`config.mk`:
```
export PLATFORM = sky130hd
export DESIGN_NAME = decode_operand_stage_flat
export DESIGN_NICKNAME = d
export VERILOG_FILES = /design/src/rtl/decode_operand_stage_pkg.sv /design/src/rtl/decode_operand_stage_if.sv /design/src/rtl/decode_operand_stage_fwd_select.sv /design/src/rtl/decode_operand_stage.sv /design/src/flat_wrapper.sv
export SDC_FILE = /design/constraint.sdc
export NUM_CORES = 1
export LEC_CHECK = 0
export CAP_MARGIN = 20
export CORE_AREA = 2 2 163 165
export DETAILED_ROUTE_END_ITERATION = 10
export DIE_AREA = 0 0 165 167
export PLACE_DENSITY = 0.72
export SLEW_MARGIN = 20
export SYNTH_ARGS = -nofsm -noshare
export SYNTH_HDL_FRONTEND = slang
export SYNTH_HIERARCHICAL = 1
export SYNTH_SLANG_ARGS = --single-unit
```
`constraint.sdc`:
```
create_clock -name clk -period 5.2 [get_ports clk]
set_input_delay 0.52 -clock clk [delete_from_list [all_inputs] [get_ports clk]]
set_output_delay 0.52 -clock clk [all_outputs]
set_load 0.05 [all_outputs]
```
`src/rtl/decode_operand_stage_pkg.sv`:
```
// Shared decode constants, branch classes and hold-FSM states for the
// decode/operand stage.
package decode_pkg;

  localparam int unsigned FWD_ADDR_W = 5;

  localparam logic [5:0] OP_SPECIAL = 6'h00;
  localparam logic [5:0] OP_REGIMM  = 6'h01;
  localparam logic [5:0] OP_J       = 6'h02;
  localparam logic [5:0] OP_JAL     = 6'h03;
  localparam logic [5:0] OP_BEQ     = 6'h04;
  localparam logic [5:0] OP_BNE     = 6'h05;
  localparam logic [5:0] OP_BLEZ    = 6'h06;
  localparam logic [5:0] OP_BGTZ    = 6'h07;
  localparam logic [5:0] OP_LUI     = 6'h0F;
  localparam logic [5:0] OP_COP0    = 6'h10;
  localparam logic [5:0] OP_SB      = 6'h28;
  localparam logic [5:0] OP_SH      = 6'h29;
  localparam logic [5:0] OP_SW      = 6'h2B;

  localparam logic [5:0] FN_SLL     = 6'h00;
  localparam logic [5:0] FN_SRL     = 6'h02;
  localparam logic [5:0] FN_SRA     = 6'h03;
  localparam logic [5:0] FN_JR      = 6'h08;
  localparam logic [5:0] FN_JALR    = 6'h09;
  localparam logic [5:0] FN_SYSCALL = 6'h0C;
  localparam logic [5:0] FN_BREAK   = 6'h0D;
  localparam logic [5:0] FN_MFHI    = 6'h10;
  localparam logic [5:0] FN_MTHI    = 6'h11;
  localparam logic [5:0] FN_MFLO    = 6'h12;
  localparam logic [5:0] FN_MTLO    = 6'h13;

  localparam logic [4:0] RI_BLTZ    = 5'h00;
  localparam logic [4:0] RI_BGEZ    = 5'h01;
  localparam logic [4:0] COP0_MTC0  = 5'h04;

  typedef enum logic [3:0] {
    BR_NONE, BR_BEQ, BR_BNE, BR_BGEZ, BR_BGTZ, BR_BLEZ,
    BR_BLTZ, BR_J, BR_JAL, BR_JR, BR_JALR
  } br_class_e;

  typedef enum logic {
    ST_LIVE = 1'b0,
    ST_HELD = 1'b1
  } hold_state_e;

  typedef struct packed {
    logic      uses_rs;
    logic      uses_rt;
    br_class_e br_class;
  } dec_info_t;

  function automatic dec_info_t decode_inst(input logic [31:0] inst);
    dec_info_t  d;
    logic [5:0] op;
    logic [5:0] fn;
    logic [4:0] rs;
    logic [4:0] rt;
    op         = inst[31:26];
    rs         = inst[25:21];
    rt         = inst[20:16];
    fn         = inst[5:0];
    d.uses_rs  = 1'b1;
    d.uses_rt  = 1'b0;
    d.br_class = BR_NONE;
    case (op)
      OP_SPECIAL: begin
        d.uses_rt = 1'b1;
        case (fn)
          FN_SLL, FN_SRL, FN_SRA: d.uses_rs = 1'b0;
          FN_JR: begin
            d.uses_rt  = 1'b0;
            d.br_class = BR_JR;
          end
          FN_JALR: begin
            d.uses_rt  = 1'b0;
            d.br_class = BR_JALR;
          end
          FN_MTHI, FN_MTLO: d.uses_rt = 1'b0;
          FN_SYSCALL, FN_BREAK, FN_MFHI, FN_MFLO: begin
            d.uses_rs = 1'b0;
            d.uses_rt = 1'b0;
          end
          default: ;
        endcase
      end
      OP_REGIMM: begin
        if (rt == RI_BLTZ)      d.br_class = BR_BLTZ;
        else if (rt == RI_BGEZ) d.br_class = BR_BGEZ;
      end
      OP_J: begin
        d.uses_rs  = 1'b0;
        d.br_class = BR_J;
      end
      OP_JAL: begin
        d.uses_rs  = 1'b0;
        d.br_class = BR_JAL;
      end
      OP_BEQ: begin
        d.uses_rt  = 1'b1;
        d.br_class = BR_BEQ;
      end
      OP_BNE: begin
        d.uses_rt  = 1'b1;
        d.br_class = BR_BNE;
      end
      OP_BLEZ:             d.br_class = BR_BLEZ;
      OP_BGTZ:             d.br_class = BR_BGTZ;
      OP_LUI:              d.uses_rs  = 1'b0;
      OP_COP0: begin
        d.uses_rs = 1'b0;
        d.uses_rt = (rs == COP0_MTC0);
      end
      OP_SB, OP_SH, OP_SW: d.uses_rt  = 1'b1;
      default: ;
    endcase
    return d;
  endfunction

endpackage

```
`src/rtl/decode_operand_stage_if.sv`:
```
// Forwarding bus from the EX/MEM/WB producers into the decode stage;
// entry 0 is the youngest producer.
interface decode_operand_stage_if #(
  parameter int unsigned XLEN    = 32,
  parameter int unsigned NUM_FWD = 3
);
  logic [NUM_FWD-1:0]                       fwd_we;
  logic [NUM_FWD-1:0]                       fwd_load;
  logic [decode_pkg::FWD_ADDR_W*NUM_FWD-1:0] fwd_waddr;
  logic [XLEN*NUM_FWD-1:0]                  fwd_wdata;

  modport master (output fwd_we, fwd_load, fwd_waddr, fwd_wdata);
  modport slave  (input  fwd_we, fwd_load, fwd_waddr, fwd_wdata);
endinterface

```
`src/rtl/decode_operand_stage_fwd_select.sv`:
```
// Priority forwarding mux for one source operand: r0 reads as zero, else the
// youngest writing producer wins, else regfile data.
module fwd_select
  import decode_pkg::*;
#(
  parameter int unsigned XLEN    = 32,
  parameter int unsigned NUM_FWD = 3
) (
  input  logic [FWD_ADDR_W-1:0]         raddr,
  input  logic [XLEN-1:0]               rf_rdata,
  input  logic [NUM_FWD-1:0]            fwd_we,
  input  logic [NUM_FWD-1:0]            fwd_load,
  input  logic [FWD_ADDR_W*NUM_FWD-1:0] fwd_waddr,
  input  logic [XLEN*NUM_FWD-1:0]       fwd_wdata,
  output logic [XLEN-1:0]               src,
  output logic                          src_load
);

  logic hit;

  always_comb begin
    src      = rf_rdata;
    src_load = 1'b0;
    hit      = 1'b0;
    if (raddr == '0) begin
      src = '0;
    end else begin
      for (int unsigned i = 0; i < NUM_FWD; i++) begin
        if (!hit && fwd_we[i] &&
            (fwd_waddr[i*FWD_ADDR_W +: FWD_ADDR_W] == raddr)) begin
          hit      = 1'b1;
          src      = fwd_wdata[i*XLEN +: XLEN];
          src_load = fwd_load[i];
        end
      end
    end
  end

endmodule

```
`src/rtl/decode_operand_stage.sv`:
```
// Decode stage: IF->ID pipeline register, stalled-instruction hold register,
// forwarded operand fetch, load-use detection and branch resolution.
module decode_operand_stage
  import decode_pkg::*;
#(
  parameter int unsigned    XLEN    = 32,
  parameter int unsigned    NUM_FWD = 3,
  parameter logic [XLEN-1:0] RST_PC = 32'hBFC0_0000
) (
  input  logic                    clk,
  input  logic                    rst,
  input  logic                    stall_up,
  input  logic                    stall_here,
  input  logic                    flush,
  input  logic                    if_valid,
  input  logic [XLEN-1:0]         if_pc,
  input  logic [31:0]             inst_sram_rdata,
  decode_operand_stage_if.slave   fwd,
  output logic [4:0]              rf_raddr1,
  output logic [4:0]              rf_raddr2,
  input  logic [XLEN-1:0]         rf_rdata1,
  input  logic [XLEN-1:0]         rf_rdata2,
  output logic                    stallreq,
  output logic                    id_valid,
  output logic [XLEN-1:0]         id_pc,
  output logic [31:0]             id_inst,
  output logic [XLEN-1:0]         id_src1,
  output logic [XLEN-1:0]         id_src2,
  output logic                    br_taken,
  output logic [XLEN-1:0]         br_target,
  output logic                    hold_active
);

  logic            valid_q, valid_d;
  logic [XLEN-1:0] pc_q, pc_d;
  hold_state_e     state_q, state_d;
  logic [31:0]     hold_q, hold_d;

  dec_info_t       dec;
  logic            src1_load, src2_load;
  logic [XLEN-1:0] pc_plus4;
  logic [XLEN-1:0] br_off;
  logic [XLEN-1:0] jmp_target;
  logic            br_cond;

  always_comb begin
    valid_d = valid_q;
    pc_d    = pc_q;
    if (flush) begin
      valid_d = 1'b0;
    end else if (stall_up && !stall_here) begin
      valid_d = 1'b0;
    end else if (!stall_up) begin
      valid_d = if_valid;
      pc_d    = if_pc;
    end
  end

  // SRAM read data only tracks the PC of the last edge, so the first stalled
  // edge snapshots it and the stage serves from the snapshot until released.
  always_comb begin
    state_d = state_q;
    hold_d  = hold_q;
    case (state_q)
      ST_LIVE: begin
        if (!flush && stall_here && valid_q) begin
          state_d = ST_HELD;
          hold_d  = inst_sram_rdata;
        end
      end
      ST_HELD: begin
        if (!stall_here || flush) state_d = ST_LIVE;
      end
      default: state_d = ST_LIVE;
    endcase
  end

  always_ff @(posedge clk or negedge rst) begin
    if (!rst) begin
      valid_q <= 1'b0;
      pc_q    <= RST_PC;
      state_q <= ST_LIVE;
      hold_q  <= '0;
    end else begin
      valid_q <= valid_d;
      pc_q    <= pc_d;
      state_q <= state_d;
      hold_q  <= hold_d;
    end
  end

  always_comb begin
    id_inst = '0;
    if (valid_q) id_inst = (state_q == ST_HELD) ? hold_q : inst_sram_rdata;
  end

  assign id_valid    = valid_q;
  assign id_pc       = pc_q;
  assign hold_active = (state_q == ST_HELD);

  assign dec       = decode_inst(id_inst);
  assign rf_raddr1 = id_inst[25:21];
  assign rf_raddr2 = id_inst[20:16];

  fwd_select #(
    .XLEN    (XLEN),
    .NUM_FWD (NUM_FWD)
  ) u_fwd_rs (
    .raddr     (rf_raddr1),
    .rf_rdata  (rf_rdata1),
    .fwd_we    (fwd.fwd_we),
    .fwd_load  (fwd.fwd_load),
    .fwd_waddr (fwd.fwd_waddr),
    .fwd_wdata (fwd.fwd_wdata),
    .src       (id_src1),
    .src_load  (src1_load)
  );

  fwd_select #(
    .XLEN    (XLEN),
    .NUM_FWD (NUM_FWD)
  ) u_fwd_rt (
    .raddr     (rf_raddr2),
    .rf_rdata  (rf_rdata2),
    .fwd_we    (fwd.fwd_we),
    .fwd_load  (fwd.fwd_load),
    .fwd_waddr (fwd.fwd_waddr),
    .fwd_wdata (fwd.fwd_wdata),
    .src       (id_src2),
    .src_load  (src2_load)
  );

  assign stallreq = valid_q && ((dec.uses_rs && src1_load) ||
                                (dec.uses_rt && src2_load));

  assign pc_plus4   = pc_q + XLEN'(4);
  assign br_off     = {{(XLEN-18){id_inst[15]}}, id_inst[15:0], 2'b00};
  assign jmp_target = {pc_plus4[XLEN-1:28], id_inst[25:0], 2'b00};

  always_comb begin
    br_cond   = 1'b0;
    br_target = pc_plus4 + br_off;
    case (dec.br_class)
      BR_BEQ:  br_cond = (id_src1 == id_src2);
      BR_BNE:  br_cond = (id_src1 != id_src2);
      BR_BGEZ: br_cond = !id_src1[XLEN-1];
      BR_BGTZ: br_cond = !id_src1[XLEN-1] && (id_src1 != '0);
      BR_BLEZ: br_cond = id_src1[XLEN-1] || (id_src1 == '0);
      BR_BLTZ: br_cond = id_src1[XLEN-1];
      BR_J, BR_JAL: begin
        br_cond   = 1'b1;
        br_target = jmp_target;
      end
      BR_JR, BR_JALR: begin
        br_cond   = 1'b1;
        br_target = id_src1;
      end
      default: ;
    endcase
  end

  assign br_taken = br_cond && valid_q && !stallreq && !flush;

endmodule

```
`src/flat_wrapper.sv`:
```
// flat-port wrapper written by rule: the top's interface ports become plain ports
module decode_operand_stage_flat import decode_pkg::*;
#(
  parameter int unsigned    XLEN    = 32,
  parameter int unsigned    NUM_FWD = 3,
  parameter logic [XLEN-1:0] RST_PC = 32'hBFC0_0000
)
  (clk, rst, stall_up, stall_here, flush, if_valid, if_pc, inst_sram_rdata, rf_raddr1, rf_raddr2, rf_rdata1, rf_rdata2, stallreq, id_valid, id_pc, id_inst, id_src1, id_src2, br_taken, br_target, hold_active, fwd_fwd_we, fwd_fwd_load, fwd_fwd_waddr, fwd_fwd_wdata);
  decode_operand_stage_if #(.XLEN(XLEN), .NUM_FWD(NUM_FWD)) fwd_i ();
  input  logic clk;
  input  logic rst;
  input  logic stall_up;
  input  logic stall_here;
  input  logic flush;
  input  logic if_valid;
  input  logic [XLEN-1:0] if_pc;
  input  logic [31:0] inst_sram_rdata;
  output logic [4:0] rf_raddr1;
  output logic [4:0] rf_raddr2;
  input  logic [XLEN-1:0] rf_rdata1;
  input  logic [XLEN-1:0] rf_rdata2;
  output logic stallreq;
  output logic id_valid;
  output logic [XLEN-1:0] id_pc;
  output logic [31:0] id_inst;
  output logic [XLEN-1:0] id_src1;
  output logic [XLEN-1:0] id_src2;
  output logic br_taken;
  output logic [XLEN-1:0] br_target;
  output logic hold_active;
  input wire logic [$bits(fwd_i.fwd_we)-1:0] fwd_fwd_we;
  input wire logic [$bits(fwd_i.fwd_load)-1:0] fwd_fwd_load;
  input wire logic [$bits(fwd_i.fwd_waddr)-1:0] fwd_fwd_waddr;
  input wire logic [$bits(fwd_i.fwd_wdata)-1:0] fwd_fwd_wdata;
  assign fwd_i.fwd_we = fwd_fwd_we;
  assign fwd_i.fwd_load = fwd_fwd_load;
  assign fwd_i.fwd_waddr = fwd_fwd_waddr;
  assign fwd_i.fwd_wdata = fwd_fwd_wdata;
  decode_operand_stage #(.XLEN(XLEN), .NUM_FWD(NUM_FWD), .RST_PC(RST_PC)) u_core (.clk(clk), .rst(rst), .stall_up(stall_up), .stall_here(stall_here), .flush(flush), .if_valid(if_valid), .if_pc(if_pc), .inst_sram_rdata(inst_sram_rdata), .fwd(fwd_i), .rf_raddr1(rf_raddr1), .rf_raddr2(rf_raddr2), .rf_rdata1(rf_rdata1), .rf_rdata2(rf_rdata2), .stallreq(stallreq), .id_valid(id_valid), .id_pc(id_pc), .id_inst(id_inst), .id_src1(id_src1), .id_src2(id_src2), .br_taken(br_taken), .br_target(br_target), .hold_active(hold_active));
endmodule
```
Word level (Yosys, flattened, before mapping)
Index checks and enable logic that the tools add are counted.
{"block": "totals", "memories": 0, "elab_cells": 141, "inputBits": 251, "romBits": 0, "latch_bits": 0, "reg_bits": 66, "out_inout_bits": 174, "mem_bits_rw": 0}
{"block": "classes", "addsub": 2, "n_lt_le_gt_ge": 0, "muxes": 42, "div": 0, "shift": 0, "reduce_logical": 46, "eq_ne": 43, "mul": 0, "bitwise": 4}
{"cell": "32-bit 2-to-1 mux", "count": 10}
{"cell": "32-bit case mux with 2 select lines", "count": 1}
{"cell": "32-bit by 3-bit adder with 32-bit output, second input constant", "count": 1}
{"cell": "32-bit adder", "count": 1}
{"cell": "32-bit equality test", "count": 1}
{"cell": "32-bit logical NOT", "count": 1}
{"cell": "32-bit inequality test", "count": 1}
{"cell": "4-bit case mux with 8 select lines", "count": 1}
{"cell": "32-bit nonzero test", "count": 1}
{"cell": "5-bit equality test", "count": 6}
{"cell": "6-bit by 4-bit equality test with 1-bit output, second input constant", "count": 5}
{"cell": "6-bit by 5-bit equality test with 1-bit output, second input constant", "count": 5}
{"cell": "6-bit by 2-bit equality test with 1-bit output, second input constant", "count": 4}
{"cell": "6-bit by 3-bit equality test with 1-bit output, second input constant", "count": 4}
{"cell": "1-bit 2-to-1 mux", "count": 23}
{"cell": "1-bit logical AND", "count": 20}
{"cell": "6-bit equality test, second input constant", "count": 3}
{"cell": "4-bit by 3-bit equality test with 1-bit output, second input constant", "count": 4}
{"cell": "4-bit equality test, second input constant", "count": 3}
{"cell": "6-bit logical NOT", "count": 2}
{"cell": "5-bit logical NOT", "count": 2}
{"cell": "4-bit by 2-bit equality test with 1-bit output, second input constant", "count": 2}
{"cell": "1-bit logical NOT", "count": 8}
{"cell": "4-bit case mux with 2 select lines", "count": 1}
{"cell": "other kinds (19)", "count": 27}

Longest topological paths before layout
Gate-level depths: netlist (run 1).
{"block": "logic_depth", "ltp_word": 22, "ltp_mapped": 22, "depth_no_buf": 16}

By module
Netlist (run 1), hierarchy kept.
{"mod": "decode_operand_stage", "n_inst": 1, "seq_area_each_um2": 1662.8, "cells_each": 726, "area_each_um2": 6492.5}
{"mod": "fwd_select", "n_inst": 2, "seq_area_each_um2": 0.0, "cells_each": 184, "area_each_um2": 1436.4}

Worst setup path before layout (run 1)
No wires, ideal clock.
{"block": "synth_timing", "path_kind": "register -> output", "start": "register u_core.state_q (netlist: u_core/hold_active)", "end": "output br_taken", "setup_slack_ps": -1321, "path_buffers": 6, "arrival_ps": 6001, "path_stages_with_launch": 22, "path_cell_list": "dfrtp_1 -> buf_6 -> buf_8 -> buf_6 -> buf_2 -> buf_2 -> mux2i_1 -> nor2_1 -> xor2_1 -> nor4_1 -> and3_1 -> buf_6 -> a211o_4 -> o211ai_1 -> xor2_1 -> nor4_1 -> nand4_1 -> nor2_1 -> a2111oi_1 -> a221o_1 -> and3_1 -> o311a_1"}
{"block": "synth_between", "elab_cells_between_ends": 113, "classes_between": "42 x eq/ne; 35 x mux; 36 x reduce/logical"}
{"item": "from (decl)", "line_no": "decode_operand_stage.sv:36", "text": "hold_state_e state_q, state_d;"}
{"item": "from (signal assigned)", "line_no": "decode_operand_stage.sv:87", "text": "state_q <= state_d;"}
{"item": "32-bit 2-to-1 mux (*) (2 in series)", "line_no": "decode_operand_stage.sv:94", "text": "if (valid_q) id_inst = (state_q == ST_HELD) ? hold_q : inst_sram_rdata;"}
{"item": "named net id_inst[20]", "line_no": "flat_wrapper.sv:25", "text": "output logic [31:0] id_inst;"}
{"item": "5-bit equality test", "line_no": "decode_operand_stage_fwd_select.sv:30", "text": "(fwd_waddr[i*FWD_ADDR_W +: FWD_ADDR_W] == raddr)) begin"}
{"item": "1-bit logical AND", "line_no": "decode_operand_stage_fwd_select.sv:29", "text": "if (!hit && fwd_we[i] &&"}
{"item": "1-bit 2-to-1 mux", "line_no": "decode_operand_stage_fwd_select.sv:29"}
{"item": "1-bit 2-to-1 mux", "line_no": "decode_operand_stage_fwd_select.sv:25", "text": "if (raddr == '0) begin"}
{"item": "1-bit logical NOT", "line_no": "decode_operand_stage_fwd_select.sv:29"}
{"item": "1-bit logical AND (2 in series)", "line_no": "decode_operand_stage_fwd_select.sv:29"}
{"item": "(+2 left out)"}
{"item": "1-bit logical NOT", "line_no": "decode_operand_stage_fwd_select.sv:29"}
{"item": "1-bit logical AND (2 in series)", "line_no": "decode_operand_stage_fwd_select.sv:29"}
{"item": "32-bit 2-to-1 mux", "line_no": "decode_operand_stage_fwd_select.sv:29"}
{"item": "32-bit 2-to-1 mux (*)", "line_no": "decode_operand_stage_fwd_select.sv:25"}
{"item": "named net id_src2[0]", "line_no": "flat_wrapper.sv:27", "text": "output logic [XLEN-1:0] id_src2;"}
{"item": "32-bit inequality test or 32-bit equality test (tied branches)", "line_no": "decode_operand_stage.sv:145, decode_operand_stage.sv:144"}
{"item": "1-bit case mux with 7 select lines (*)", "line_no": "decode_operand_stage.sv:143", "text": "case (dec.br_class)"}
{"item": "1-bit logical AND (*) (3 in series)", "line_no": "decode_operand_stage.sv:162", "text": "assign br_taken = br_cond && valid_q && !stallreq && !flush;"}
{"item": "to (decl)", "line_no": "flat_wrapper.sv:28", "text": "output logic br_taken;"}
The timed path passes the listed nets; every way through them passes the cells marked *. The select of a mux whose other input is x is not followed.

Final worst setup path (run 1)
{"block": "layout_timing", "start": "input inst_sram_rdata[20]", "end": "output br_taken"}
{"block": "layout_between", "elab_chain_cells": 22, "elab_cells_between_ends": 50, "classes_between": "16 x eq/ne; 18 x mux; 16 x reduce/logical"}
{"item": "from (decl)", "line_no": "flat_wrapper.sv:17", "text": "input logic [31:0] inst_sram_rdata;"}
{"item": "32-bit 2-to-1 mux (*) (2 in series)", "line_no": "decode_operand_stage.sv:94"}
{"item": "parallel branches: the longest is 18 deep, another holds 5-bit equality test"}
{"item": "1-bit logical AND (*) (2 in series)", "line_no": "decode_operand_stage.sv:162"}
Mark *: on every way between the ends. The select of a mux whose other input is x is not followed.

==> results of run 1 <==
-- power groups by stage --
stage,clock (W),combinational (W),sequential (W)
finish,0.000629,0.00208,0.000731
global route,0.000655,0.00218,0.000748
CTS,0.000641,0.00203,0.000726
detailed placement,0,0.00200,0.000730
global placement,0,0.00199,0.000722
floorplan,0,0.00108,0.000836
-- final cells by class --
class	count	area (sq um)
clock buffers	9	225
flip-flops and latches	66	1670
diodes	7	17.5
fillers	2295	10100
multi-input cells	920	7550
clock inverters	7	75.1
inverters	23	90.1
well taps	335	419
repair buffers	594	5570
-- flip-flops by register name (all words and copies together), names as in the netlist --
signal / cells
u_core/id_valid: 1
u_core/hold_q: 32
u_core/hold_active: 1
u_core/id_pc: 32
-- cells by family (layout without fill, tap and decap cells) --
family          Yosys count  count (layout)  share of synthesized area [%]
flops                    66              66                           17.8
other cells               0               7                              0
fa+ha+maj                31              31                           4.22
mux                     162             162                           18.4
simple gates            374             374                           21.7
buf+inv                 109             633                           6.15
xor+xnor                107             107                           10.0
compound gates          245             246                           21.8
-- worst max-delay path, delay by kind of cell --
family	cells	cell delay, ns
AO/OA/AOI/OAI	4	0.76
AND/OR/NAND/NOR	8	1.51
multiplexers	1	0.33
XOR/XNOR	2	0.31
buffers and inverters	5	1.32
-- synth_stat cells, types with 9 or more instances --
master    number
mux2i_1       90
nand3_1       81
nand4_1       80
mux2_2        68
xor2_1        68
o211ai_2      60
dfrtp_1       57
nor2_1        52
nand2_1       48
clkbuf_1      42
xnor2_1       39
a21oi_1       35
o21ai_0       34
ha_1          30
nor3_1        25
a22oi_1       24
inv_1         21
nor4_1        21
and3_1        19
a21o_1        17
buf_4         16
buf_6         11
buf_2         10
o21a_1        10
dfstp_2        9
-- layer usage --
layer,share of wire [%],global-route usage [%],up-vias
met4,5.3,16.6,2
li1,-,-,5244
met2,49,57.0,645
met3,8.4,6.95,161
met1,38,38.3,5534
met5,0.027,0,-
-- per-stage QoR --
step | total power [W] | setup TNS, ns | setup slack (ns) | hold WS, ns | instances
after floorplan | 0.00192 | -0.295 | -0.295 | 0.224 | 1094
after global placement | 0.00271 | -0.251 | -0.251 | 0.484 | 1892
after detailed placement | 0.00273 | -0.219 | -0.219 | 0.495 | 1892
after CTS | 0.00340 | 0 | 0.00000311 | 0.389 | 1924
after global routing | 0.00358 | -0.125 | -0.114 | 0.429 | 1961
final | 0.00344 | -0.0869 | -0.0869 | 0.369 | 1961
-- cell usage in the layout (no fill, tap or decap), types with 8 or more instances in the layout --
cell             count
and3_1              15
clkdlybuf4s50_1    324
mux2i_2             14
o21a_1              10
nand2b_1             8
dfstp_2              9
buf_12              18
o211ai_2            60
mux2i_1             68
mux2_2              67
a21o_1              17
nand3_1             81
xnor2_1             38
o21ai_1             13
xor2_1              67
nor3_1              24
a21oi_1             35
ha_1                30
nand4_1             80
buf_4              239
inv_1               20
clkbuf_16            9
nor4_1              15
o21ai_0             28
dfrtp_1             52
mux2i_4              8
a22oi_1             24
nor2_1              36
nor2_4              12
nand2_1             44
-- worst max-delay path by stage --
stage	end	slack (ns)	depth (start not counted)
floorplan	br_taken	-0.30	21
global placement	br_taken	-0.25	20
detailed placement	br_taken	-0.22	20
CTS	br_target[31]	0.000003	16
global route	br_taken	-0.11	20
finish	br_taken	-0.09	20
-- repair_timing --
item                       4_1_cts  5_1_grt
setup endpoints to repair        4        9
pin swaps                       16       32
cloned                           1        1
setup buffers                   15       31
resized for setup               25       50
==> results.cfg, run 1 <==
[die]
start_util_pct = 36.4
ios = 425
fp.dieH_microns = 167
die_area_sq_um = 27600
rows = 59
die_width_microns = 165
core-area_sq_um = 25800

[sta]
slew_viol_final = 0
max_freq_ghz = 0.189
hold_viol = 0
tightestPinTransition_ns = 0.993
period_minus_slack_ns = 5.29
timing.final.crit_share_pct = 102
rsz0062_at_grt = yes
setup_viol = 1
slew_headroom_pct = 33.7
setup_slack_ns = -0.0869
finalClockSkew_ns = 0.0103

[cts]
cts_tree = done
clockRootBuffer = clkbuf_16
cts_max_path_buffers = 2
postCtsHoldBufs = 0
cts_made_buffers = 9
clock_latency_ns = 0.35
h-tree-depth = 3
path_clk_slew_ns = 0.06
cts_sinks = 66

[critical_path]
crit_chain = clkdlybuf4s50_1 -> mux2i_2 -> nor2_4 -> buf_4 -> xnor2_1 -> nand4_1 -> nor2_2 -> buf_4 -> buf_12 -> nand3_1 -> o211ai_1 -> xor2_1 -> nor4_1 -> nand4_1 -> nor2_4 -> a2111oi_4 -> a221o_1 -> and3_1 -> o311a_4 -> buf_8
regToRegSetupSlack_ns = 3.20
r2r_cells = 5
cp.arrival_ns = 4.77
cp.required_ns = 4.68
r2r-end = u_core/hold_q[13]
start_kind = input pin
critical_path_class = in2out
crit_start = inst_sram_rdata[20]
worstPathMaxFanout = 15
endpoint_kind = output pin
r2r_start = u_core/id_valid
slowest_delay_ns = 0.50
cp_slowest_cell = clkdlybuf4s50_1

[detailed_routing]
drc = 0
antenna_left = 0
vias = 11600
viasPerCell = 5.91
wl_microns = 48700
routedWlPerCell_microns = 24.8
drt_iter0_markers = 890
dr.pass1.iters = 6

[run]
max_cap_violations = 0

[synthesis]
yosys.area.top_type = dfrtp_1
synth.top_cell.area_share_pct = 15.2
synth.avg_cell_area_sq_um = 8.56
synth.distinct_cells = 74
synth-edff-count = 0
synth.yosys.seq_area_share_pct = 17.8
synthTopCellsByArea = dfrtp_1 (15%), mux2i_1 (9.6%), mux2_2 (8.2%)
syn_inst = 1094
synth-main-ff-cell = dfrtp_1
synth_seq_cells = 66
synthesis.nets = 1376
async_reset_ff_share_pct = 100
synth_area_sq_um = 9370
ys_warn_count = 6

[global_routing]
grt_overflow_total = 0
grt_pass1_vias = 11400
track_usage_pct = 33.0
grt_max_degree = 67
antenna_found_initial = 8
grt_pass1_wl_microns = 68700

[cells_and_area]
utilization_pct = 60.6
area_delta_synth_final_pct = 66.8
fin_nets = 1896
fin_area_sq_um = 15600
drive_gt1_share_pct = 32.2

[pwr]
combPwrFrac_pct = 60.5
p_sw_w = 0.00161
pwr-share-clk_pct = 18.3
power.density_nw_per_um2 = 220
netSwitchingFraction_pct = 46.6
p_leak_nw = 6.55
p_int_w = 0.00184
ir_worst_vdd_uv = 269
power.share.sequential_pct = 21.2

[outcome]
violations = setup timing
status = finished, violations left

[place]
hpwl_microns = 38700
io_buffer_count = 424
post_dp_cell_area_sq_um = 14600
place.gp.congestion = 0.979

[min_path]
min_path_type = in2async
Power figures use the tool's default switching activity.
==> run 2, diff against run 1 <==
Settings changed: CTS_CLUSTER_DIAMETER set to 60, SKIP_CTS_REPAIR_TIMING set to 1.
==> run 2 against run 1 <==
Compared with the run above: the flow still finishes with violations (setup timing); routed wire length fell by 1.3%; clock-buffer cell count is the same; utilization shrank 0.20 points; critical path depth unchanged; sequential cell count is the same; hold slack got worse by 0.0038 ns; largest cell class unchanged; worst setup slack better by 0.053 ns; register-to-register slack worse by 0.07 ns; via count fell by 1.1%; clock power hardly changed.
==> results.cfg, run 2 (synthesis results as in run 1) <==
[die]
fp.dieH_microns = 167
start_util_pct = 36.4
ios = 425
core-area_sq_um = 25800
die_area_sq_um = 27600
die_width_microns = 165
rows = 59

[cells_and_area]
final_common_cell = clkdlybuf4s50_1
mostFrequentLayoutCells = clkdlybuf4s50_1 (324), buf_4 (237), nand3_1 (81)
fin_nets = 1896
fin_area_sq_um = 15600
area_delta_synth_final_pct = 66.2
utilization_pct = 60.4
drive_gt1_share_pct = 31.5
final_cell_count_no_fill = 1961

[outcome]
violations = setup timing
status = finished, violations left

[critical_path]
start_kind = flop
cp.required_ns = 4.68
cp.buffers_inverters = 5
worstPathMaxFanout = 18
critical_path_class = reg2out
endpoint_kind = output pin
cp.arrival_ns = 4.71
slowest_delay_ns = 0.45
crit_chain = buf_12 -> buf_4 -> mux2i_2 -> nor2_4 -> xor2_1 -> nor4_1 -> and3_2 -> buf_6 -> buf_4 -> nand4_1 -> o211ai_2 -> xor2_1 -> nor4_1 -> nand4_1 -> nor2_4 -> a2111oi_4 -> a221o_1 -> and3_1 -> o311a_4 -> buf_8
crit_family = simple AND/OR/NAND/NOR gates
cp_slowest_cell = dfrtp_2

[place]
post_dp_cell_area_sq_um = 14600
place_ws_ns = -0.219
dpl.cell_count = 1892
hpwl_microns = 38700
io_buffer_count = 424
place.gp.congestion = 0.979

[global_routing]
track_usage_pct = 32.7
grt_max_degree = 67
antenna_found_initial = 9
grt_pass1_wl_microns = 68000
grt_pass1_vias = 11200
grt_overflow_total = 0

[detailed_routing]
routedWlPerCell_microns = 24.5
drt_iter0_markers = 814
viasPerCell = 5.84
dr.pass1.iters = 6
antenna_left = 0
vias = 11500
drc = 0
wl_microns = 48000

[cts]
cts_made_buffers = 9
h-tree-depth = 3
path_clk_slew_ns = 0.07
cts_max_path_buffers = 2
clock_latency_ns = 0.35
cts_tree = done
cts_sinks = 66
clockRootBuffer = clkbuf_16

[pwr]
netSwitchingFraction_pct = 46.5
power.share.sequential_pct = 21.3
power.density_nw_per_um2 = 221
combPwrFrac_pct = 60.4
p_int_w = 0.00184
ir_worst_vdd_uv = 267
p_sw_w = 0.00160
p_leak_nw = 6.54
pwr-share-clk_pct = 18.3

[run]
max_cap_violations = 0

[sta]
slew_headroom_pct = 33.8
hold_viol = 0
slew_viol_final = 0
setup_slack_ns = -0.0338
timing.final.crit_share_pct = 101
finalClockSkew_ns = 0.0122
setup_viol = 1
max_freq_ghz = 0.191
rsz0062_at_grt = yes
period_minus_slack_ns = 5.23
tightestPinTransition_ns = 0.991

[min_path]
min_path_type = in2async
[run 2: layer usage]
| metal | global-route usage (%) | vias to the layer above | wire length, microns |
|---|---|---|---|
| met2 | 56.7 | 602 | 23400 |
| met3 | 7.30 | 140 | 3910 |
| li1 | - | 5242 | - |
| met4 | 14.8 | 4 | 2240 |
| met1 | 38.0 | 5470 | 18400 |
| met5 | 0 | - | 27 |
[run 2: final timing paths]
path | startpoint | to | slack [ns] | cells after the start
worst max-delay path | u_core/hold_active | br_taken | -0.03 | 20
worst min-delay path | rst | u_core/hold_q[4] | 0.36 | 2
worst max register to register | u_core/hold_active | u_core/hold_q[21] | 3.13 | 5
worst min register to register | u_core/hold_q[11] | u_core/hold_q[11] | 0.51 | 1
max in group asynchronous | rst | u_core/id_pc[11] | 4.22 | 2
min in group clk | inst_sram_rdata[23] | u_core/hold_q[23] | 0.46 | 2
[run 2: cell type report]
class                   instances  area [sq um]
multi-input cells             919          7450
flip-flops and latches         66          1670
well taps                     335           419
repair buffers                595          5620
diodes                          7          17.5
inverters                      23          90.1
clock buffers                   9           225
fillers                      2295         10200
clock inverters                 7          75.1
[run 2: power groups by stage]
stage / Combinational [W] / Sequential (W) / Clock (W)
CTS: 0.00201 / 0.000722 / 0.000641
global placement: 0.00199 / 0.000722 / 0
floorplan: 0.00108 / 0.000836 / 0
global route: 0.00217 / 0.000746 / 0.000655
detailed placement: 0.00200 / 0.000730 / 0
finish: 0.00207 / 0.000730 / 0.000629
[run 2: per-stage QoR]
| stage | total power (W) | TNS (ns) | hold WS (ns) |
|---|---|---|---|
| floorplan | 0.00192 | -0.295 | 0.224 |
| global placement | 0.00271 | -0.251 | 0.484 |
| detailed placement | 0.00273 | -0.219 | 0.495 |
| CTS | 0.00337 | -0.409 | 0.389 |
| global route | 0.00357 | -0.133 | 0.429 |
| finish | 0.00343 | -0.0338 | 0.365 |
